--- src/rtl/fetch_unit_hs_pkg.sv ---
// Shared types and constants for the fetch unit: state encoding, instruction
// width, branch offset widths and the default NOP word.
package fetch_pkg;

    localparam int INSTR_W      = 32;
    localparam int COND_OFF_W   = 19;
    localparam int UNCOND_OFF_W = 26;

    localparam logic [INSTR_W-1:0] NOP_INSTR_DEFAULT = 32'hD503_201F;

    typedef enum logic [1:0] {
        FETCH = 2'd0,
        WAIT  = 2'd1,
        HOLD  = 2'd2,
        DRAIN = 2'd3
    } fetch_state_e;

endpackage

--- src/rtl/fetch_unit_hs_if.sv ---
// Instruction-memory request/response bundle. The fetch unit is the master;
// the memory always accepts a request and answers at least one cycle later.
interface fetch_unit_hs_if import fetch_pkg::*; #(
    parameter int ADDR_W = 64
);

    logic                imem_req;
    logic [ADDR_W-1:0]   imem_addr;
    logic [INSTR_W-1:0]  imem_rdata;
    logic                imem_rvalid;

    modport master (
        output imem_req,
        output imem_addr,
        input  imem_rdata,
        input  imem_rvalid
    );

    modport slave (
        input  imem_req,
        input  imem_addr,
        output imem_rdata,
        output imem_rvalid
    );

endinterface

--- src/rtl/fetch_unit_hs_branch_target_gen.sv ---
// Branch target adder: picks the conditional or unconditional word offset,
// sign-extends it, scales it to bytes and adds it to the branching PC.
module branch_target_gen import fetch_pkg::*; #(
    parameter int ADDR_W = 64
) (
    input  logic                    uncond,
    input  logic [COND_OFF_W-1:0]   cond_off19,
    input  logic [UNCOND_OFF_W-1:0] uncond_off26,
    input  logic [ADDR_W-1:0]       base_pc,
    output logic [ADDR_W-1:0]       target
);

    logic [ADDR_W-1:0] off_s;

    // select the active offset and sign-extend it to the address width
    always_comb begin
        off_s = {ADDR_W{1'b0}};
        if (uncond) begin
            off_s = {{(ADDR_W-UNCOND_OFF_W){uncond_off26[UNCOND_OFF_W-1]}}, uncond_off26};
        end else begin
            off_s = {{(ADDR_W-COND_OFF_W){cond_off19[COND_OFF_W-1]}}, cond_off19};
        end
    end

    // the sum silently wraps modulo 2^ADDR_W
    assign target = base_pc + {off_s[ADDR_W-3:0], 2'b00};

endmodule

--- src/rtl/fetch_unit_hs.sv ---
// Fetch stage: PC register, single-outstanding imem handshake, one-entry skid
// and IF/ID register. Define FETCH_PERF_CNT_EN to add instruction/redirect counters.
module fetch_unit_hs import fetch_pkg::*; #(
    parameter int                 ADDR_W    = 64,
    parameter logic [ADDR_W-1:0]  RESET_PC  = {ADDR_W{1'b0}},
    parameter logic [INSTR_W-1:0] NOP_INSTR = NOP_INSTR_DEFAULT
) (
    input  logic                    clk,
    input  logic                    reset,
    input  logic                    stall,
    input  logic                    redirect_valid,
    input  logic                    redirect_uncond,
    input  logic [COND_OFF_W-1:0]   cond_off19,
    input  logic [UNCOND_OFF_W-1:0] uncond_off26,
    input  logic [ADDR_W-1:0]       br_pc,
    fetch_unit_hs_if.master         imem,
    output logic [INSTR_W-1:0]      if_id_instr,
    output logic [ADDR_W-1:0]       if_id_pc,
    output logic                    if_id_valid
`ifdef FETCH_PERF_CNT_EN
    ,
    output logic [31:0]             perf_instr_cnt,
    output logic [31:0]             perf_redirect_cnt
`endif
);

    fetch_state_e       state_r, state_s;
    logic [ADDR_W-1:0]  pc_r, pc_s, pc_inc_s, target_s;
    logic [INSTR_W-1:0] skid_instr_r, skid_instr_s;
    logic [ADDR_W-1:0]  skid_pc_r, skid_pc_s;
    logic               load_s;
    logic [INSTR_W-1:0] load_instr_s, if_id_instr_s;
    logic [ADDR_W-1:0]  load_pc_s, if_id_pc_s;
    logic               if_id_valid_s;

    branch_target_gen #(.ADDR_W(ADDR_W)) u_target (
        .uncond       (redirect_uncond),
        .cond_off19   (cond_off19),
        .uncond_off26 (uncond_off26),
        .base_pc      (br_pc),
        .target       (target_s)
    );

    assign pc_inc_s       = pc_r + ADDR_W'(4);
    assign imem.imem_req  = (state_r == FETCH) && !redirect_valid && !reset;
    assign imem.imem_addr = pc_r;

    // next state, PC and skid; a redirect overrides stall and any response
    always_comb begin
        state_s      = state_r;
        pc_s         = pc_r;
        skid_instr_s = skid_instr_r;
        skid_pc_s    = skid_pc_r;
        load_s       = 1'b0;
        load_instr_s = imem.imem_rdata;
        load_pc_s    = pc_r;
        if (redirect_valid) begin
            pc_s = target_s;
            // an outstanding response must still be swallowed before refetching
            case (state_r)
                WAIT, DRAIN: state_s = imem.imem_rvalid ? FETCH : DRAIN;
                default:     state_s = FETCH;
            endcase
        end else begin
            case (state_r)
                FETCH: state_s = WAIT;
                WAIT: begin
                    if (imem.imem_rvalid) begin
                        pc_s = pc_inc_s;
                        if (stall) begin
                            skid_instr_s = imem.imem_rdata;
                            skid_pc_s    = pc_r;
                            state_s      = HOLD;
                        end else begin
                            load_s  = 1'b1;
                            state_s = FETCH;
                        end
                    end else begin
                        state_s = WAIT;
                    end
                end
                HOLD: begin
                    if (!stall) begin
                        load_s       = 1'b1;
                        load_instr_s = skid_instr_r;
                        load_pc_s    = skid_pc_r;
                        state_s      = FETCH;
                    end else begin
                        state_s = HOLD;
                    end
                end
                DRAIN: state_s = imem.imem_rvalid ? FETCH : DRAIN;
                default: state_s = FETCH;
            endcase
        end
    end

    // IF/ID next value: flush beats load, load beats hold
    always_comb begin
        if (redirect_valid) begin
            if_id_instr_s = NOP_INSTR;
            if_id_pc_s    = if_id_pc;
            if_id_valid_s = 1'b0;
        end else if (load_s) begin
            if_id_instr_s = load_instr_s;
            if_id_pc_s    = load_pc_s;
            if_id_valid_s = 1'b1;
        end else begin
            if_id_instr_s = if_id_instr;
            if_id_pc_s    = if_id_pc;
            if_id_valid_s = if_id_valid;
        end
    end

    // state, PC, skid and IF/ID registers
    always_ff @(posedge clk) begin
        if (reset) begin
            state_r      <= FETCH;
            pc_r         <= RESET_PC;
            skid_instr_r <= NOP_INSTR;
            skid_pc_r    <= {ADDR_W{1'b0}};
            if_id_instr  <= NOP_INSTR;
            if_id_pc     <= {ADDR_W{1'b0}};
            if_id_valid  <= 1'b0;
        end else begin
            state_r      <= state_s;
            pc_r         <= pc_s;
            skid_instr_r <= skid_instr_s;
            skid_pc_r    <= skid_pc_s;
            if_id_instr  <= if_id_instr_s;
            if_id_pc     <= if_id_pc_s;
            if_id_valid  <= if_id_valid_s;
        end
    end

`ifdef FETCH_PERF_CNT_EN
    // free-running event counters, wrapping at 2^32
    always_ff @(posedge clk) begin
        if (reset) begin
            perf_instr_cnt    <= 32'd0;
            perf_redirect_cnt <= 32'd0;
        end else begin
            if (load_s && !redirect_valid) begin
                perf_instr_cnt <= perf_instr_cnt + 32'd1;
            end
            if (redirect_valid) begin
                perf_redirect_cnt <= perf_redirect_cnt + 32'd1;
            end
        end
    end
`endif

endmodule

--- src/flat_wrapper.sv ---
// flat-port wrapper written by rule: the top's interface ports become plain ports
module fetch_unit_hs_flat import fetch_pkg::*;
#(
    parameter int                 ADDR_W    = 64,
    parameter logic [ADDR_W-1:0]  RESET_PC  = {ADDR_W{1'b0}},
    parameter logic [INSTR_W-1:0] NOP_INSTR = NOP_INSTR_DEFAULT
)
  (clk, reset, stall, redirect_valid, redirect_uncond, cond_off19, uncond_off26, br_pc, if_id_instr, if_id_pc, if_id_valid, imem_imem_req, imem_imem_addr, imem_imem_rdata, imem_imem_rvalid);
  fetch_unit_hs_if #(.ADDR_W(ADDR_W)) imem_i ();
  input  logic clk;
  input  logic reset;
  input  logic stall;
  input  logic redirect_valid;
  input  logic redirect_uncond;
  input  logic [COND_OFF_W-1:0] cond_off19;
  input  logic [UNCOND_OFF_W-1:0] uncond_off26;
  input  logic [ADDR_W-1:0] br_pc;
  output logic [INSTR_W-1:0] if_id_instr;
  output logic [ADDR_W-1:0] if_id_pc;
  output logic if_id_valid;
  output wire logic [$bits(imem_i.imem_req)-1:0] imem_imem_req;
  output wire logic [$bits(imem_i.imem_addr)-1:0] imem_imem_addr;
  input wire logic [$bits(imem_i.imem_rdata)-1:0] imem_imem_rdata;
  input wire logic [$bits(imem_i.imem_rvalid)-1:0] imem_imem_rvalid;
  assign imem_imem_req = imem_i.imem_req;
  assign imem_imem_addr = imem_i.imem_addr;
  assign imem_i.imem_rdata = imem_imem_rdata;
  assign imem_i.imem_rvalid = imem_imem_rvalid;
  fetch_unit_hs #(.ADDR_W(ADDR_W), .RESET_PC(RESET_PC), .NOP_INSTR(NOP_INSTR)) u_core (.clk(clk), .reset(reset), .stall(stall), .redirect_valid(redirect_valid), .redirect_uncond(redirect_uncond), .cond_off19(cond_off19), .uncond_off26(uncond_off26), .br_pc(br_pc), .imem(imem_i), .if_id_instr(if_id_instr), .if_id_pc(if_id_pc), .if_id_valid(if_id_valid));
endmodule
--- config.mk ---
export PLATFORM = sky130hd
export DESIGN_NAME = fetch_unit_hs_flat
export DESIGN_NICKNAME = d
export VERILOG_FILES = /design/src/rtl/fetch_unit_hs_pkg.sv /design/src/rtl/fetch_unit_hs_if.sv /design/src/rtl/fetch_unit_hs_branch_target_gen.sv /design/src/rtl/fetch_unit_hs.sv /design/src/flat_wrapper.sv
export SDC_FILE = /design/constraint.sdc
export NUM_CORES = 1
export LEC_CHECK = 0
export BUFFER_PORTS_ARGS = -buffer_cell sky130_fd_sc_hd__clkbuf_2
export CORE_ASPECT_RATIO = 1.2
export CORE_MARGIN = 5
export CORE_UTILIZATION = 60
export CTS_CLUSTER_SIZE = 14
export DETAILED_ROUTE_END_ITERATION = 7
export GPL_TIMING_DRIVEN = 0
export HOLD_SLACK_MARGIN = 0.15
export PLACE_DENSITY = 0.89
export SYNTH_ARGS = -nofsm -noshare
export SYNTH_HDL_FRONTEND = slang
export SYNTH_SLANG_ARGS = --single-unit
export TNS_END_PERCENT = 10
--- constraint.sdc ---
create_clock -name clk -period 7.7 [get_ports clk]
set_input_delay 0 -clock clk [delete_from_list [all_inputs] [get_ports clk]]
set_output_delay 0 -clock clk [all_outputs]
set_load 0.005 [all_outputs]
==> summary.md, run 1 <==
| Metric | Value |
|---|---|
| Status | `complete, no violations` |
| Initial Util | `61.0%` |
| CP required | `8.11 ns` |
| Routed vias/inst | `6.14` |
| CP endpoint | `u_core.imem.imem_addr[58]$_SDFFE_PP0P_` |
| Setup TNS | `0 ns` |
| Die W | `155 um` |
| Detailed Route WL | `52500 um` |
| Worst setup path start | `redirect_uncond` |
| First DRT Iteration DRCs | `1426` |
| # diodes | `0` |
| Clock Latency Late Sink | `0.54 ns` |
| Post-synthesis async set-or-reset flop share | `0%` |
| Compound-gate portion of the synthesized area | `20.7%` |
| Hold Violations, Final | `0` |
| Post-synthesis xor/xnor area fraction | `6.54%` |
| Worst clock skew | `0.0248 ns` |
| Max-slew violations | `0` |
| Post-synth design cell area | `15100 um^2` |
| Simple-Gate Fraction of Synth Area | `20.7%` |
| Cts bufs inserted | `24` |
| Drt pass-1 iters | `6` |
| Hold WC Path Type | `in2reg` |
| R2R Path End | `u_core.imem.imem_addr[46]$_SDFFE_PP0P_` |
| Vias | `16200` |
| Number of global-route vias before repair | `15900` |
| Initial antenna violation count | `0` |
| Root Driver | `clkbuf_16` |
| Combinational family with the most area after synthesis | `compound AO/OA/AOI/OAI gates` |
| Die Y-Extent | `184 um` |
| Pint | `0.00237 W` |
| Resized cells post-CTS | `0` |
| CP Data Arrival Time | `4.96 ns` |
| Netlist cell types | `77` |
| Area Overhead vs Synth | `22.5%` |
| Final HPWL DP | `38200 um` |
| FF+latch count, synth | `259` |
| VDD IR max | `0.156 mV` |
| Overall power | `0.00347 W` |
| Post-route clock period utilization | `59.2%` |
| TritonCTS clock tree | `yes` |
| Syn Nets | `2116` |
| Die area | `28500 um^2` |
| Total GRT Usage | `35.1%` |
| CTS Sinks | `259` |
| Tmin final | `4.56 ns` |
| Overflow after GRT | `0` |
| Leakage power | `8.14 nW` |
| Critical path class | `in2reg` |
| RSZ-0062 raised after global routing | `false` |
| Slew HR | `31.8%` |
| Yosys warnings | `0` |
| Slew @ Worst Pin | `1.02 ns` |
| Total core area | `24800 um^2` |
| R2r startpoint | `u_core.state_r[1]$_SDFF_PP0_` |
| Routed Antenna Nets | `0` |
| Ports | `309` |
| Sw Share | `31.6%` |
| Top FF cell, synth | `dfxtp_1` |
| Psw | `0.00109 W` |
| GP Congestion | `0.971` |
| Post-synthesis sequential area ratio | `34.2%` |
| Max FO, Critical Path | `37` |
| Worst reg2reg path depth | `11` |
| Combinational cell fraction of total power | `23.8%` |
| Max_cap viols | `0` |
| Sequential power share | `42.7%` |
| CTS H-tree lvls | `1` |
| First-pass GRT wire length | `82500 um` |
| Final setup violating endpoints | `0` |
| Row cnt | `63` |
| R2r setup slk | `4.39 ns` |
| Adder-cell share of the synthesized area | `5.59%` |
| Highest clock rate | `219 MHz` |
| Final nets | `2519` |
| Number of synthesized flops with an enable pin | `0` |
| Detailed-route DRC error count | `0` |
| CTS clk-pin slew, worst paths | `0.07 ns` |
| Largest net degree at the start of global routing | `38` |
| Clk buf depth | `3` |
| Clock share of power | `33.6%` |
| CP Launch Type | `input pin` |
| Worst setup EP type | `flip-flop` |
| Multiplexer area fraction after synthesis | `7.95%` |
| Cells after Synth | `1902` |
| Port Buffer Count | `306` |
| PD cells | `187 nW/um^2` |
| Wirelength per Cell | `19.8 um` |
| Layout cells sized above 1 | `16.5%` |
| Synth Area per Inst | `7.96 um^2` |
-- synth_stat cells (3+ instances only) --
cell / instances / share of area, %
o22ai_1: 10 / 0.41
mux2i_1: 100 / 6.6
o21ai_0: 39 / 1.3
xor2_1: 41 / 2.4
a41o_1: 3 / 0.20
a21oi_1: 168 / 5.6
and4_1: 9 / 0.52
nand2b_1: 10 / 0.41
nand3b_1: 15 / 0.74
inv_1: 29 / 0.72
a21boi_0: 4 / 0.20
nor3b_1: 5 / 0.25
o211ai_1: 21 / 1.0
and2_1: 7 / 0.29
or3_1: 6 / 0.25
nand3_1: 40 / 1.3
dfxtp_1: 259 / 34
nor2_1: 206 / 5.1
a221oi_1: 3 / 0.17
buf_1: 10 / 0.25
mux2_2: 18 / 1.3
o21a_1: 5 / 0.25
o31a_1: 3 / 0.17
o31ai_1: 5 / 0.25
xnor2_1: 72 / 4.2
clkbuf_1: 124 / 3.1
nor3_1: 13 / 0.43
o21bai_1: 18 / 0.89
nor4_1: 5 / 0.21
buf_2: 3 / 0.099
nand4_1: 38 / 1.6
ha_1: 66 / 5.5
a211o_1: 4 / 0.23
or2_2: 3 / 0.12
nand2_1: 303 / 7.5
nor2b_1: 4 / 0.17
a31oi_1: 13 / 0.54
and3_1: 14 / 0.58
a211oi_1: 129 / 6.4
a21o_1: 31 / 1.5
-- metal layers --
| layer | GRT usage, % | vias to the layer above | share of wire (%) |
|---|---|---|---|
| met4 | 17.4 | 0 | 5.6 |
| met5 | 0 | - | 0 |
| met1 | 42.2 | 7606 | 38 |
| li1 | - | 7556 | - |
| met3 | 5.30 | 205 | 7.9 |
| met2 | 61.2 | 879 | 48 |
-- layout by cell type, fill, tap and decap left out, types with 5 or more instances in the layout --
master	netlist	routed
inv_1	29	29
clkbuf_1	124	131
nor3b_1	5	5
nor4_1	5	5
mux2i_1	100	100
nand4_1	38	38
and2_1	7	7
nor3_1	13	13
clkbuf_2	0	306
a21oi_1	168	168
o31ai_1	5	5
a21o_1	31	31
xor2_1	41	41
o21bai_1	18	18
dfxtp_1	259	259
o21ai_0	39	39
and4_1	9	9
mux2_2	18	18
clkbuf_16	0	24
xnor2_1	72	72
nand2_1	303	302
o21a_1	5	5
nand2b_1	10	10
buf_1	10	10
clkbuf_8	0	7
ha_1	66	66
nor2_1	206	206
o22ai_1	10	10
and3_1	14	14
a31oi_1	13	13
o211ai_1	21	21
dlygate4sd3_1	0	71
or3_1	6	6
nand3_1	40	40
nand3b_1	15	15
a211oi_1	129	129
-- stage by stage --
stage | setup slack, ns | instances | util [%] | area (um^2) | hold slack (ns)
final | 3.14 | 2646 | 74.7 | 18600 | 0.152
after global routing | 2.71 | 2646 | 74.7 | 18600 | 0.187
after CTS | 2.65 | 2646 | 74.7 | 18600 | 0.152
after detailed placement | 2.12 | 2533 | 68.8 | 17100 | 0.243
after global placement | 2.29 | 2533 | 68.8 | 17100 | 0.236
after floorplan | 3.75 | 1902 | - | 15100 | 0.124
-- power by group through the flow --
| stage | logic (W) | registers, W | clock network (W) |
|---|---|---|---|
| floorplan | 0.000508 | 0.00148 | 0 |
| global placement | 0.000746 | 0.00150 | 0 |
| detailed placement | 0.000761 | 0.00150 | 0 |
| CTS | 0.000803 | 0.00147 | 0.00115 |
| global route | 0.000899 | 0.00148 | 0.00121 |
| finish | 0.000825 | 0.00148 | 0.00116 |
-- flip-flops by register name (all words and copies together), names as in the netlist --
| signal | cells |
|---|---|
| u_core.if_id_pc | 64 |
| u_core.skid_pc_r | 64 |
| u_core.imem.imem_addr | 64 |
| u_core.skid_instr_r | 32 |
| u_core.if_id_instr | 32 |
| u_core.state_r | 2 |
| u_core.if_id_valid | 1 |
-- worst min path at each step --
stage,start,to,cells past startpoint
2_1_floorplan,imem_imem_rdata[0],u_core.skid_instr_r[0]$_SDFFE_PP1P_,2
3_3_place_gp,imem_imem_rdata[0],u_core.skid_instr_r[0]$_SDFFE_PP1P_,3
3_5_place_dp,imem_imem_rdata[4],u_core.skid_instr_r[4]$_SDFFE_PP1P_,3
4_1_cts,br_pc[43],u_core.imem.imem_addr[43]$_SDFFE_PP0P_,4
5_1_grt,br_pc[62],u_core.imem.imem_addr[62]$_SDFFE_PP0P_,4
6_report,br_pc[42],u_core.imem.imem_addr[42]$_SDFFE_PP0P_,4
-- final cells by class --
cell class,instances,area [um^2]
Sequential cell,259,5180
Multi-Input combinational cell,1475,9310
Inverter,29,109
Tap cell,325,407
Clock buffer,38,723
Fill cell,1751,6280
Buffer,139,537
Clock inverter,4,37.5
Timing Repair Buffer,377,2240
-- what timing repair did --
item	CTS	global route
buffers inserted	0	0
hold endpoints to repair	95	0
hold buffers	71	0
-- logic make-up (layout without fill, tap and decap cells) --
group,count (synthesis),after routing
and+or+nand+nor,695,695
AOI/OAI and AO/OA,482,482
DFF,259,259
buffers and inverters,168,587
muxes,118,118
xor gates and xnor gates,113,113
adders and majority gates,67,67
-- critical path, cell delays in order --
cell       delay [ns]
clkbuf_1         0.41
nand2b_1         0.17
clkbuf_1         0.28
nand2_2          0.55
ha_1             0.52
clkbuf_1         0.30
nand4_1          0.23
or3_1            0.41
o31ai_1          0.75
a31oi_1          0.43
o21ai_0          0.60
a2bb2oi_1        0.22
nand3_1          0.08
No activity file was read; power rests on OpenSTA's default activity.
==> run 2: changes to the inputs <==
CORE_UTILIZATION = 51   (was 60)
PLACE_DENSITY = 0.81   (was 0.89)
clock period = 3.8 ns   (was 7.7 ns; I/O delays follow)
==> run 2 against run 1 <==
First-iteration DRC count fell by 16%. Sequential share of layout area fell by 0.48 points. Count of clock-buffer cells in the layout fell by 3. Sequential power rose by 100%. Critical endpoint is now u_core.imem.imem_addr[54]$_SDFFE_PP0P_.
==> summary.md, run 2 (synthesized netlist as in run 1, its figures left out) <==
| Metric | Value |
|---|---|
| Total core area | `29400 um^2` |
| Highest clock rate | `286 MHz` |
| R2r startpoint | `u_core.state_r[1]$_SDFF_PP0_` |
| Initial Util | `51.4%` |
| Worst clock skew | `0.0173 ns` |
| Status | `complete, no violations` |
| Initial antenna violation count | `0` |
| Vias | `15700` |
| Slew HR | `30.7%` |
| Final Non-Filler Cells | `2726` |
| Worst reg2reg path depth | `10` |
| Largest net degree at the start of global routing | `38` |
| Routed Antenna Nets | `0` |
| Post-route clock period utilization | `92.0%` |
| DP Area | `17200 um^2` |
| Worst setup EP type | `flip-flop` |
| Overall power | `0.00718 W` |
| Inst Count DP | `2598` |
| Tmin final | `3.50 ns` |
| Detailed Route WL | `51300 um` |
| Root Driver | `clkbuf_16` |
| Port Buffer Count | `306` |
| Hold_sp | `br_pc[41]` |
| Clock Latency Late Sink | `0.55 ns` |
| Wirelength per Cell | `18.8 um` |
| Hold depth | `6` |
| Die area | `33200 um^2` |
| GRT Max-Usage Layer | `met2` |
| CP Launch Type | `input pin` |
| Met3 GRT Util | `4.67%` |
| CP required | `4.21 ns` |
| # diodes | `0` |
| Layout fillers | `2512` |
| R2R Path End | `u_core.if_id_pc[35]$_SDFFE_PP0P_` |
| Die W | `167 um` |
| Max_cap viols | `0` |
| Worst setup path start | `redirect_uncond` |
| Commonest non-fill, non-tap cell in the layout | `clkbuf_2` |
| VDD IR max | `0.330 mV` |
| CTS H-tree lvls | `1` |
| Final HPWL DP | `38800 um` |
| Number of global-route vias before repair | `15400` |
| Drt pass-1 iters | `6` |
| Row cnt | `69` |
| TritonCTS clock tree | `yes` |
| R2r setup slk | `0.42 ns` |
| Routed vias/inst | `5.77` |
| First-pass GRT wire length | `80000 um` |
| GP Congestion | `0.964` |
| Overflow after GRT | `0` |
| Final nets | `2534` |
| M2 GR Usage | `51.9%` |
| Ports | `309` |
| Hold EP | `u_core.imem.imem_addr[41]$_SDFFE_PP0P_` |
| CTS Sinks | `259` |
| PD cells | `380 nW/um^2` |
| Detailed-route DRC error count | `0` |
| Max-slew violations | `0` |
| Clk buf depth | `3` |
| Most frequent cells in the layout | `clkbuf_2 (308), nand2_1 (302), dfxtp_1 (259)` |
| CP Data Arrival Time | `3.90 ns` |
| Design area | `18900 um^2` |
| First DRT Iteration DRCs | `1193` |
| Hold WC Path Type | `in2reg` |
| Leakage power | `8.23 nW` |
| GRT met1 Usage | `34.7%` |
| Hold Violations, Final | `0` |
| Critical path class | `in2reg` |
| Area Overhead vs Synth | `24.7%` |
| RSZ-0062 raised after global routing | `false` |
| Max FO, Critical Path | `37` |
| Total GRT Usage | `29.3%` |
| Final setup violating endpoints | `0` |
| Die Y-Extent | `199 um` |
| CTS clk-pin slew, worst paths | `0.06 ns` |
| Setup repair bufs after CTS | `0` |
| Cts bufs inserted | `25` |
| Layout cells sized above 1 | `16.8%` |
| Slew @ Worst Pin | `1.04 ns` |
-- run 2: changes by cell type in the layout (fill, tap and decap cells not counted), moves of 2 or more --
| cell | previous run | this run |
|---|---|---|
| dlygate4sd3_1 | 71 | 85 |
| clkinv_2 | 1 | 3 |
| a31oi_1 | 13 | 11 |
| o31ai_4 | 0 | 2 |
| bufinv_16 | 0 | 2 |
| clkbuf_2 | 306 | 308 |
| clkbuf_1 | 131 | 129 |
| clkbuf_8 | 7 | 3 |
| a31oi_2 | 0 | 2 |
-- run 2: worst max-delay path, cell delays in order --
cell      delay, ns
clkbuf_2       0.24
nand2b_1       0.14
clkbuf_1       0.38
nand2_8        0.29
ha_1           0.38
clkbuf_1       0.31
nand4_1        0.23
or3_1          0.46
o31ai_4        0.41
a31oi_2        0.28
o31a_1         0.35
xnor2_1        0.27
o22ai_1        0.15
-- run 2: through the flow --
stage          setup WS (ns)  hold WS (ns)  utilization (%)  TNS (ns)
3_5_place_dp           -1.33         0.244             58.3    -19.99
3_3_place_gp           -1.24         0.236             58.3    -17.67
6_report               0.303         0.172             64.1         0
5_1_grt               0.0710         0.193             64.1         0
2_1_floorplan          0.194         0.124                -         0
4_1_cts               0.0608         0.151             64.0         0
-- run 2: where the power goes --
part / total [W] / internal, W / leakage [nW] / switching, W
clock network: 0.00251 / 0.00141 / 0.388 / 0.00110
logic: 0.00167 / 0.000708 / 5.74 / 0.000965
registers: 0.00299 / 0.00282 / 2.10 / 0.000174
-- run 2: worst max path at each step --
stage                                                         to  depth (start not counted)
final                     u_core.imem.imem_addr[54]$_SDFFE_PP0P_                         13
after global routing      u_core.imem.imem_addr[62]$_SDFFE_PP0P_                         15
after detailed placement  u_core.imem.imem_addr[58]$_SDFFE_PP0P_                         13
after CTS                 u_core.imem.imem_addr[56]$_SDFFE_PP0P_                         14
after global placement    u_core.imem.imem_addr[58]$_SDFFE_PP0P_                         13
after floorplan           u_core.imem.imem_addr[58]$_SDFFE_PP0P_                         13
-- run 2: cell type report --
cell class	count	area, um^2	area share [%]
Timing Repair Buffer	391	2380	12.6
Clock buffer	35	693	3.67
Sequential cell	259	5180	27.5
Clock inverter	8	110	0.583
Inverter	29	109	0.577
Tap cell	390	488	2.58
Buffer	139	539	2.86
Multi-Input combinational cell	1475	9370	49.6
-- run 2: timing repair --
item	in CTS	in global routing
hold endpoints to repair	102	0
hold buffers	85	0
gates resized for setup	4	8
setup endpoints to repair	20	12
-- run 2: metal layers --
metal  share of wire, %  up-vias  wire, um
met1                 39     7392     20100
met3                6.8      138      3510
met2                 49      623     25200
li1                   -     7585         -
met5                  0        -         0
met4                4.9        0      2520
